$ cat config.mk
export PLATFORM = sky130hd
export DESIGN_NAME = hazard_scoreboard
export DESIGN_NICKNAME = d
export VERILOG_FILES = /design/src/rtl/hazard_scoreboard.sv
export SDC_FILE = /design/constraint.sdc
export NUM_CORES = 1
export LEC_CHECK = 0
export ABC_AREA = 1
export CAP_MARGIN = 20
export CORE_UTILIZATION = 52
export CTS_CLUSTER_SIZE = 12
export DETAILED_ROUTE_END_ITERATION = 16
export HOLD_SLACK_MARGIN = 0.12
export PLACE_DENSITY = 0.8
export SYNTH_ARGS = -nofsm -noshare
export SYNTH_HDL_FRONTEND = slang
export SYNTH_SLANG_ARGS = --single-unit
export TNS_END_PERCENT = 5
$ cat constraint.sdc
create_clock -name clk -period 2.4 [get_ports clk]
set_input_delay 0.48 -clock clk [delete_from_list [all_inputs] [get_ports clk]]
set_output_delay 0.48 -clock clk [all_outputs]
set_load 0.1 [all_outputs]
$ cat src/rtl/hazard_scoreboard.sv
// Tracks in-flight destination registers. Issues a load-use stall, a branch flush and
// forwarding selects, all combinational from state and inputs. Counters register stall/flush cycles.
module hazard_scoreboard #(
  parameter int AW             = 5,
  parameter int DEPTH          = 3,
  parameter int LOAD_FWD_STAGE = 1,
  parameter int CW             = 16
) (
  input  logic                         clk,
  input  logic                         rst,
  input  logic                         issue_valid_i,
  input  logic [AW-1:0]                issue_rd_i,
  input  logic                         issue_regwrite_i,
  input  logic                         issue_load_i,
  input  logic [AW-1:0]                rs1_i,
  input  logic [AW-1:0]                rs2_i,
  input  logic                         rs1_use_i,
  input  logic                         rs2_use_i,
  input  logic                         branch_taken_i,
  output logic                         stall_o,
  output logic                         flush_o,
  output logic [$clog2(DEPTH+1)-1:0]   fwd1_sel_o,
  output logic [$clog2(DEPTH+1)-1:0]   fwd2_sel_o,
  output logic [CW-1:0]                stall_cnt_o,
  output logic [CW-1:0]                flush_cnt_o
);

  localparam int SW = $clog2(DEPTH+1);
  localparam logic [SW-1:0] LOAD_FWD = SW'(LOAD_FWD_STAGE);

  logic [DEPTH-1:0]         entValid;
  logic [DEPTH-1:0]         entRegwrite;
  logic [DEPTH-1:0]         entLoad;
  logic [DEPTH-1:0][AW-1:0] entRd;

  logic          hit1, hit2, load1, load2;
  logic [SW-1:0] idx1, idx2;
  logic          stallCond;

  // Scan oldest to youngest so the lowest-index match overwrites the rest.
  always_comb begin
    hit1  = 1'b0;
    hit2  = 1'b0;
    load1 = 1'b0;
    load2 = 1'b0;
    idx1  = '0;
    idx2  = '0;
    for (int k = DEPTH-1; k >= 0; k--) begin
      if (entValid[k] && entRegwrite[k] && rs1_use_i && rs1_i != '0 && entRd[k] == rs1_i) begin
        hit1  = 1'b1;
        idx1  = SW'(k);
        load1 = entLoad[k];
      end
      if (entValid[k] && entRegwrite[k] && rs2_use_i && rs2_i != '0 && entRd[k] == rs2_i) begin
        hit2  = 1'b1;
        idx2  = SW'(k);
        load2 = entLoad[k];
      end
    end
  end

  assign stallCond = (hit1 && load1 && idx1 < LOAD_FWD) || (hit2 && load2 && idx2 < LOAD_FWD);
  assign flush_o   = branch_taken_i;
  assign stall_o   = stallCond && !flush_o;

  // A load result that is not yet available is never forwarded, even when a flush masks the stall.
  assign fwd1_sel_o = (hit1 && !stallCond) ? idx1 + SW'(1) : '0;
  assign fwd2_sel_o = (hit2 && !stallCond) ? idx2 + SW'(1) : '0;

  always_ff @(posedge clk or negedge rst) begin
    if (!rst) begin
      entValid    <= '0;
      entRegwrite <= '0;
      entLoad     <= '0;
      entRd       <= '0;
    end else begin
      entValid[0]    <= issue_valid_i && !stall_o && !flush_o;
      entRegwrite[0] <= issue_regwrite_i;
      entLoad[0]     <= issue_load_i;
      entRd[0]       <= issue_rd_i;
      for (int k = 1; k < DEPTH; k++) begin
        entValid[k]    <= entValid[k-1];
        entRegwrite[k] <= entRegwrite[k-1];
        entLoad[k]     <= entLoad[k-1];
        entRd[k]       <= entRd[k-1];
      end
    end
  end

  always_ff @(posedge clk or negedge rst) begin
    if (!rst) begin
      stall_cnt_o <= '0;
      flush_cnt_o <= '0;
    end else begin
      if (stall_o && stall_cnt_o != {CW{1'b1}}) stall_cnt_o <= stall_cnt_o + CW'(1);
      if (flush_o && flush_cnt_o != {CW{1'b1}}) flush_cnt_o <= flush_cnt_o + CW'(1);
    end
  end

endmodule

## Yosys cells after proc, flatten, opt, wreduce, memory -nomap -nowiden

Cells that the tools add are included.

| storage, ports and cells | value |
|---|---|
| latch bits | 0 |
| bits in writable memories | 0 |
| memories | 0 |
| logic and storage cells | 80 |
| input port bits | 23 |
| output and inout port bits | 38 |
| register bits | 56 |
| ROM bits | 0 |

| cells by class | value |
|---|---|
| shifts and indexed selects | 0 |
| divide/modulo/power cells | 0 |
| eq/ne operators | 8 |
| reduce and logical (&&, ||, !) cells | 38 |
| multiply operators | 0 |
| bitwise operators | 0 |
| muxes and demuxes | 20 |
| add/sub/neg operators | 4 |
| magnitude comparators | 2 |

Operators by type and width:

| kind | number |
|---|---|
| $add A16 B1 Y16 const B | 2 |
| $logic_and A1 B1 Y1 | 32 |
| $ne A16 B16 Y1 const B | 2 |
| $eq A5 B5 Y1 | 6 |
| $mux W2 | 8 |
| $mux W1 | 12 |
| $reduce_bool A5 Y1 | 2 |
| $add A2 B1 Y2 const B | 2 |
| $lt A2 B1 Y1 const B | 2 |
| $logic_not A1 Y1 | 3 |
| $logic_or A1 B1 Y1 | 1 |

## Depth between registers and ports, before layout

Gate-level depths: netlist of run 1.

| logic depth | value |
|---|---|
| depth after elaboration | 14 |
| mapped depth | 17 |
| gate-level depth less buffers | 16 |

## Least setup slack after synthesis of run 1

No wires, ideal clock.

| timing | value |
|---|---|
| kind | input -> output |
| start | input port rs2_i[2] |
| end | output port fwd2_sel_o[0] |
| cell stages on the path | 15 |
| slack | -1.041 ns |
| required time | 1.920 ns |
| path buffers | 0 |
| data arrival time | 2.961 ns |
| path through | inv_1 nand2_1 nand2_1 nand2_1 nor2_1 nand2_2 nor2_1 inv_1 ha_1 nand2_1 nor2_2 nand2_2 nand2_4 or2_1 nor2_1 |

| between the ends | value |
|---|---|
| cells in the longest elaborated chain, start to end | 12 |
| elaborated cells on any way between the ends | 27 |
| classes of those cells | add/sub (1); order compare (1); eq/ne (3); mux (10); reduce/logical (12) |

RTL lines:

| element | line | source |
|---|---|---|
| start: declaration | 16 | `input logic [AW-1:0] rs2_i,` |
| $reduce_bool A5 Y1 | 54 | `if (entValid[k] && entRegwrite[k] && rs2_use_i && rs2_i != '0 && entRd[k] == rs2_i) begin` |
| $logic_and A1 B1 Y1 (2 in series) | 54 |  |
| $mux W2 or $mux W1 (tied branches) (3 in series) | 54 |  |
| $lt A2 B1 Y1 or $logic_and A1 B1 Y1 (tied branches) | 62 | `assign stallCond = (hit1 && load1 && idx1 < LOAD_FWD) \|\| (hit2 && load2 && idx2 < LOAD_FWD);` |
| $logic_and A1 B1 Y1 | 62 |  |
| $logic_or A1 B1 Y1 | 62 |  |
| $logic_not A1 Y1 | 68 | `assign fwd2_sel_o = (hit2 && !stallCond) ? idx2 + SW'(1) : '0;` |
| $logic_and A1 B1 Y1 | 68 |  |
| $mux W2 * | 68 |  |
| end: declaration | 23 | `output logic [$clog2(DEPTH+1)-1:0] fwd2_sel_o,` |

Mark *: on every way between the ends. The rest lies on a longest branch, timed or not.

## Final worst setup path of run 1

| timing | value |
|---|---|
| start | register entRd[8] (netlist name) |
| end | output port fwd1_sel_o[1] |

| between the ends | value |
|---|---|
| cells in the longest elaborated chain, start to end | 10 |
| elaborated cells on any way between the ends | 27 |
| classes of those cells | add/sub (1); order compare (2); eq/ne (2); mux (13); reduce/logical (9) |

RTL lines:

| element | line | source |
|---|---|---|
| start: declaration | 34 | `logic [DEPTH-1:0][AW-1:0] entRd;` |
| start signal: indexed assignment | 85 | `entRd[k] <= entRd[k-1];` |
| $eq A5 B5 Y1 (on tied branches) | 49, 54 |  |
| $logic_and A1 B1 Y1 (on tied branches) | 49, 54 |  |
| $mux W2 (tied with other cells) (2 in series) | 49 | `if (entValid[k] && entRegwrite[k] && rs1_use_i && rs1_i != '0 && entRd[k] == rs1_i) begin` |
| $lt A2 B1 Y1 or $logic_and A1 B1 Y1 (tied branches) | 62 |  |
| $logic_and A1 B1 Y1 | 62 |  |
| $logic_or A1 B1 Y1 | 62 |  |
| $logic_not A1 Y1 | 67 | `assign fwd1_sel_o = (hit1 && !stallCond) ? idx1 + SW'(1) : '0;` |
| $logic_and A1 B1 Y1 | 67 |  |
| $mux W2 * | 67 |  |
| end: declaration | 22 | `output logic [$clog2(DEPTH+1)-1:0] fwd1_sel_o,` |

Marks and branches as above.

==> key figures, run 1 <==
Status
  – Outcome: finished with violations
  – Violations in the final reports: setup timing

Yosys
  – Ys flop type: dfrtp_1
  – Synthesized area per cell: 7.36 µm²
  – Post-synth EDFFs: 0
  – Mapped Cells: 431
  – Yosys cell types: 28
  – Synth warnings: 0
  – Asr flop ratio synth: 100%
  – Synthesized cell area: 3170 µm²
  – Synth top area cells: dfrtp_1, nand2_1, inv_1
  – Leading area contributor after synthesis: dfrtp_1
  – Post-synthesis sequential area ratio: 44.2%
  – Syn_nets: 458
  – Top cell type's share of synthesized area: 44.2%
  – Seq cells post-synth: 56

GRT
  – Largest net degree at the start of global routing: 32
  – First-pass GRT wire length: 12.4 mm
  – Remaining Overflow, GRT: 0
  – GRT Overall Usage: 25.0%
  – Initial antenna violation count: 0
  – Vias in the first global route: 2806

Worst setup path
  – CP Max Fanout: 3
  – Worst Path Arrival: 2350 ps
  – Worst setup SP type: flop
  – FF-to-FF path depth: 16
  – Crit path kind: flop to output pin
  – Critical path capture point type: output pin
  – Worst path required time: 1920 ps

Finish
  – Layout cells sized above 1: 22.7%
  – Core Util, Final: 70.2%
  – Antenna cells: 0
  – # nets final: 538
  – Layout fillers: 504
  – Area grow syn2layout: 30.2%
  – Non-filler cells, final: 587
  – Cell area after layout: 4130 µm²

Die
  – Core ar.: 5890 µm²
  – Die W: 80.1 µm
  – Die height: 80.1 µm
  – Std-Cell Rows: 28
  – Ports: 61
  – Die area: 6410 µm²
  – Starting density of the core: 53.9%

Power
  – VDD IR max: 1.27 mV
  – NetSw: 1.02 mW
  – Post-layout power: 2.46 mW
  – Pwr/cell area: 597 nW/µm²
  – LEAKAGE: 2.07 nW
  – Pint: 1.44 mW
  – Clk pwr share: 22.0%
  – Sequential Power Share: 45.5%
  – Comb power frac: 32.5%
  – Switching share of power: 41.6%

Clocking
  – Clock latency on the worst-skew pair: 310 ps
  – TritonCTS clock tree: done
  – CTS Sinks: 56
  – Cts hold-fix bufs: 0
  – Max clock buf depth: 2
  – Root buf cell: clkbuf_8
  – CTS H-tree depth: 2
  – Clock transition at path regs: 110 ps
  – Total CTS buffers: 5

Placed design
  – Port bufs: 60
  – Placed Cells: 571
  – Post-DP Area: 3950 µm²
  – Pre-CTS WS: -861 ps
  – RD Place Congestion: 0.811
  – Hpwl dp: 5.68 mm

Route
  – Pre-antenna DRT Iters: 6
  – Via-per-instance ratio: 5.01
  – WL/cell: 12.9 µm
  – Routed WL: 7.56 mm
  – Antenna Nets Post-Route: 0
  – Via count: 2940
  – DRT iter0 DRCs: 77
  – DRC: 0

STA
  – RSZ-0062 raised after global routing: yes
  – Max-slew violations: 0
  – Final Hold Vio Count: 0
  – Hold slack: 160 ps
  – Setup TNS: -2060 ps
  – Final min period: 2830 ps
  – Final setup violation count: 5
  – Slew HR: 60.7%
  – Tightest Pin Transition: 590 ps
  – Final Skew: 3.39 ps
  – Fmax: 353 MHz
  – Final clock period utilization by the worst path: 118%
  – Setup ws final: -434 ps

Job
  – Number of max-cap violations: 0

Worst hold path
  – Hold WC Path Type: input pin to asynchronous set/reset pin
-- flip-flops by register name, summed over array words and instances (netlist names) --
| name | count |
|---|---|
| flush_cnt_o | 16 |
| stall_cnt_o | 16 |
| entRd | 15 |
| entLoad | 3 |
| entRegwrite | 3 |
| entValid | 3 |
-- final timing paths --
| kind | startpoint | slack (ps) | to |
|---|---|---|---|
| worst max-delay path | entRd[8] | -430 | fwd1_sel_o[1] |
| worst min-delay path | rst | 160 | entRd[11] |
| worst max register to register | entRd[8] | 150 | stall_cnt_o[2] |
| worst min register to register | entRegwrite[1] | 390 | entRegwrite[2] |
| max in group asynchronous | rst | 1570 | entValid[1] |
| min in group clk | entRegwrite[1] | 390 | entRegwrite[2] |
-- critical path, cell delays in order (launching register included) --
cell	delay, ps
dfrtp_1	450
xnor2_1	180
nand2_1	80
nor2_2	100
nand2_2	100
buf_4	150
nand3b_1	90
ha_2	180
nand2_2	50
nor2_2	90
nand2_2	80
o211ai_1	260
nor2_4	70
buf_12	180
-- per-layer routing --
layer,routed length [µm],global-route usage [%],up-vias
met3,290,4.66,13
met1,3210,29.4,1365
li1,-,-,1494
met4,127,6.79,0
met2,3930,46.2,68
met5,0,0,-
-- cell families (layout without fill, tap and decap cells) --
family / after synthesis / in the layout / synth area share (%)
AOI/OAI and AO/OA: 5 / 5 / 0.868
buffers and inverters: 72 / 153 / 9.23
xor gates and xnor gates: 27 / 27 / 7.46
adders and majority gates: 4 / 4 / 1.58
DFF: 56 / 56 / 44.2
muxes: 1 / 1 / 0.355
and+or+nand+nor: 266 / 266 / 36.3
-- area by class of cell --
class	instances	area (µm²)	area share [%]
clock buffer	5	68.8	1.67
clock inverter	3	26.3	0.636
inverter	65	248	6.00
multi-input combinational	303	1580	38.4
sequential	56	1400	33.9
tap	75	93.8	2.27
timing repair buffer	80	707	17.1
-- cells in the final DEF, fill, tap and decap left out, types with 2 or more instances in the layout --
cell type          n
inv_2             10
dlygate4sd2_1      5
clkbuf_8           5
ha_2               2
clkinv_4           2
nand4_1           21
inv_1             54
ha_1               2
dfrtp_1           56
nor2_4             7
nor3_1             7
nand2_2            4
xor2_1            10
nand3_1           35
nor2_1            39
nand3b_1           2
nor2_2            10
nand2_1          136
buf_4             51
buf_12             6
a21oi_2            2
xnor2_2            2
xnor2_1           15
buf_2              4
clkdlybuf4s15_2    3
clkdlybuf4s50_1    9
-- power groups by stage --
| stage | Combinational (mW) | Sequential (mW) | Clock (mW) |
|---|---|---|---|
| after floorplan | 0.178 | 1.53 | 0 |
| after global placement | 0.791 | 1.13 | 0 |
| final | 0.801 | 1.12 | 0.542 |
| after CTS | 0.802 | 1.12 | 0.560 |
| after global routing | 0.840 | 1.13 | 0.586 |
| after detailed placement | 0.803 | 1.14 | 0 |
-- cell usage after synthesis (2+ instances only) --
cell type  count
a21oi_1        3
buf_4          2
buf_6          2
clkbuf_1       2
dfrtp_1       56
ha_1           4
inv_1         63
inv_2          2
nand2_1      138
nand2_2        2
nand3_1       35
nand3b_1       2
nand4_1       21
nor2_1        53
nor2_2         2
nor3_1         7
xnor2_1       17
xor2_1        10
-- timing repair --
item / CTS / global route
buffers inserted: 6 / 2
gates resized for setup: 39 / 11
gates cloned: 0 / 0
endpoints found under the setup margin: 21 / 8
pin swaps: 21 / 5
Power figures use the tool's default switching activity.
==> run 2, diff against run 1 <==
- RECOVER_POWER: not set -> 100
==> run 2 against run 1 <==
- the flow still finishes with violations (setup timing)
- clock-buffer cell count stayed put
- setup slack worse by 2.2 ps
- die area stayed put
- sequential power hardly changed
- via count is 0.61% lower
- wire length is 0.89% lower
- worst hold slack better by 230 ps
- global-route usage stayed put
- first-iteration DRC count is 27% lower
==> key figures, run 2 (synthesis results as in run 1) <==
Clocking
  – Cts hold-fix bufs: 0
  – Root buf cell: clkbuf_8
  – Total CTS buffers: 5
  – Clock latency on the worst-skew pair: 310 ps
  – Max clock buf depth: 2
  – CTS Sinks: 56
  – Clock transition at path regs: 110 ps
  – CTS H-tree depth: 2
  – TritonCTS clock tree: done

STA
  – Final setup violation count: 5
  – Fmax: 353 MHz
  – RSZ-0062 raised after global routing: yes
  – Setup ws final: -437 ps
  – Final min period: 2840 ps
  – Tightest Pin Transition: 1410 ps
  – Final Hold Vio Count: 0
  – Final clock period utilization by the worst path: 118%
  – Slew HR: 5.75%
  – Hold slack: 387 ps
  – Max-slew violations: 0
  – Final Skew: 4.79 ps

Die
  – Die W: 80.1 µm
  – Die height: 80.1 µm
  – Core ar.: 5890 µm²
  – Ports: 61
  – Std-Cell Rows: 28
  – Starting density of the core: 53.9%
  – Die area: 6410 µm²

Status
  – Outcome: finished with violations
  – Violations in the final reports: setup timing

Worst setup path
  – CP peak stage delay: 450 ps
  – Cell family with most CP delay: simple AND/OR/NAND/NOR gates
  – Most used cell, CP: nand2_2
  – Crit-path cells: xnor2_1 > nand2_1 > nor2_2 > nand2_2 > buf_4 > nand3b_1 > ha_2 > nand2_2 > nor2_2 > nand2_2 > o211ai_1 > nor2_4 > buf_12
  – CP Max Fanout: 3
  – Critical path capture point type: output pin
  – CP bufs+invs: 2
  – Crit path kind: flop to output pin
  – Worst path required time: 1920 ps
  – Slowest stage cell on the critical path: dfrtp_1
  – Worst setup SP type: flop
  – R2r setup slk: 70 ps
  – Worst Path Arrival: 2360 ps

Finish
  – Layout cells sized above 1: 20.7%
  – Antenna cells: 0
  – Layout fillers: 527
  – Most common cell after layout, fill and taps aside: nand2_1
  – # nets final: 538
  – Largest regs: flush_cnt_o (16), stall_cnt_o (16), entRd (15)
  – Area grow syn2layout: 27.0%
  – Most frequent cells in the layout: nand2_1, dfrtp_1, inv_1

Route
  – Pre-antenna DRT Iters: 4
  – Antenna Nets Post-Route: 0
  – WL/cell: 12.8 µm
  – Via-per-instance ratio: 4.98
  – Via count: 2922
  – DRT iter0 DRCs: 56
  – Routed WL: 7.49 mm
  – DRC: 0

GRT
  – Initial antenna violation count: 0
  – Remaining Overflow, GRT: 0
  – GRT Overall Usage: 25.0%
  – Largest net degree at the start of global routing: 32
  – First-pass GRT wire length: 12.4 mm
  – Vias in the first global route: 2806

Placed design
  – Pre-CTS WS: -861 ps
  – Hpwl dp: 5.68 mm
  – Port bufs: 60
  – RD Place Congestion: 0.811

Power
  – Clk pwr share: 22.4%
  – NetSw: 1.02 mW
  – LEAKAGE: 2.01 nW
  – Pwr/cell area: 601 nW/µm²
  – Switching share of power: 42.2%
  – Comb power frac: 31.4%
  – Pint: 1.40 mW
  – VDD IR max: 1.22 mV
  – Sequential Power Share: 46.2%

Job
  – Number of max-cap violations: 0

Worst hold path
  – Hold WC Path Type: flop to flop
[run 2: cell types whose count changed in the layout (fill, tap and decap cells not counted), moves of 8 or more]
cell             delta
buf_4              -36
clkbuf_1            +8
clkbuf_2           +26
clkdlybuf4s50_1     -8
dlygate4sd3_1       +8
[run 2: worst reg2reg max path: cells and delay by family, from the launching register on]
family	cells	cell delay (ps)
fa+ha+maj	1	180
simple gates	11	960
buf+inv	3	480
xor+xnor	1	180
flops	1	450
[run 2: worst paths after layout]
path,to,start,cells past startpoint
worst max-delay path,fwd1_sel_o[1],entRd[8],13
worst min-delay path,entRegwrite[2],entRegwrite[1],0
worst max register to register,stall_cnt_o[0],entRd[8],16
worst min register to register,entRegwrite[2],entRegwrite[1],0
max in group asynchronous,stall_cnt_o[3],rst,2
min in group asynchronous,flush_cnt_o[9],rst,1
[run 2: per-layer routing]
metal	up-vias	GRT usage, %	part of all wire (%)
met4	0	6.79	1.6
met2	65	46.2	52
met5	-	0	0
met1	1351	29.4	42
met3	13	4.66	4.4
li1	1493	-	-
[run 2: stage by stage]
step                      cell area (µm²)  power, mW  setup TNS [ps]  cells  util, %
after floorplan                      3230       1.71           -1220    431        -
after global placement               3950       1.92           -9260    571     67.0
after detailed placement             3950       1.94          -10990    571     67.0
after CTS                            4090       2.48           -2030    585     69.5
after global routing                 4030       2.51           -2860    587     68.4
final                                4030       2.42           -2070    587     68.4
[run 2: power by group through the flow]
stage / clock network [mW] / logic, mW / registers (mW)
6_report: 0.541 / 0.759 / 1.12
4_1_cts: 0.560 / 0.802 / 1.12
3_5_place_dp: 0 / 0.803 / 1.14
5_1_grt: 0.586 / 0.798 / 1.13
2_1_floorplan: 0 / 0.178 / 1.53
3_3_place_gp: 0 / 0.791 / 1.13
[run 2: repair_timing]
item | 4_1_cts | 5_1_grt
endpoints found under the setup margin | 21 | 8
gates resized for setup | 39 | 11
pin swaps | 21 | 5
buffers inserted | 6 | 2
[run 2: area by class of cell]
| type | count | area [µm²] | share of cell area [%] |
|---|---|---|---|
| multi-input cells | 303 | 1580 | 39.4 |
| flip-flops and latches | 56 | 1400 | 34.8 |
| repair buffers | 80 | 603 | 15.0 |
| inverters | 65 | 248 | 6.15 |
| well taps | 75 | 93.8 | 2.33 |
| clock buffers | 5 | 68.8 | 1.71 |
| clock inverters | 3 | 26.3 | 0.653 |
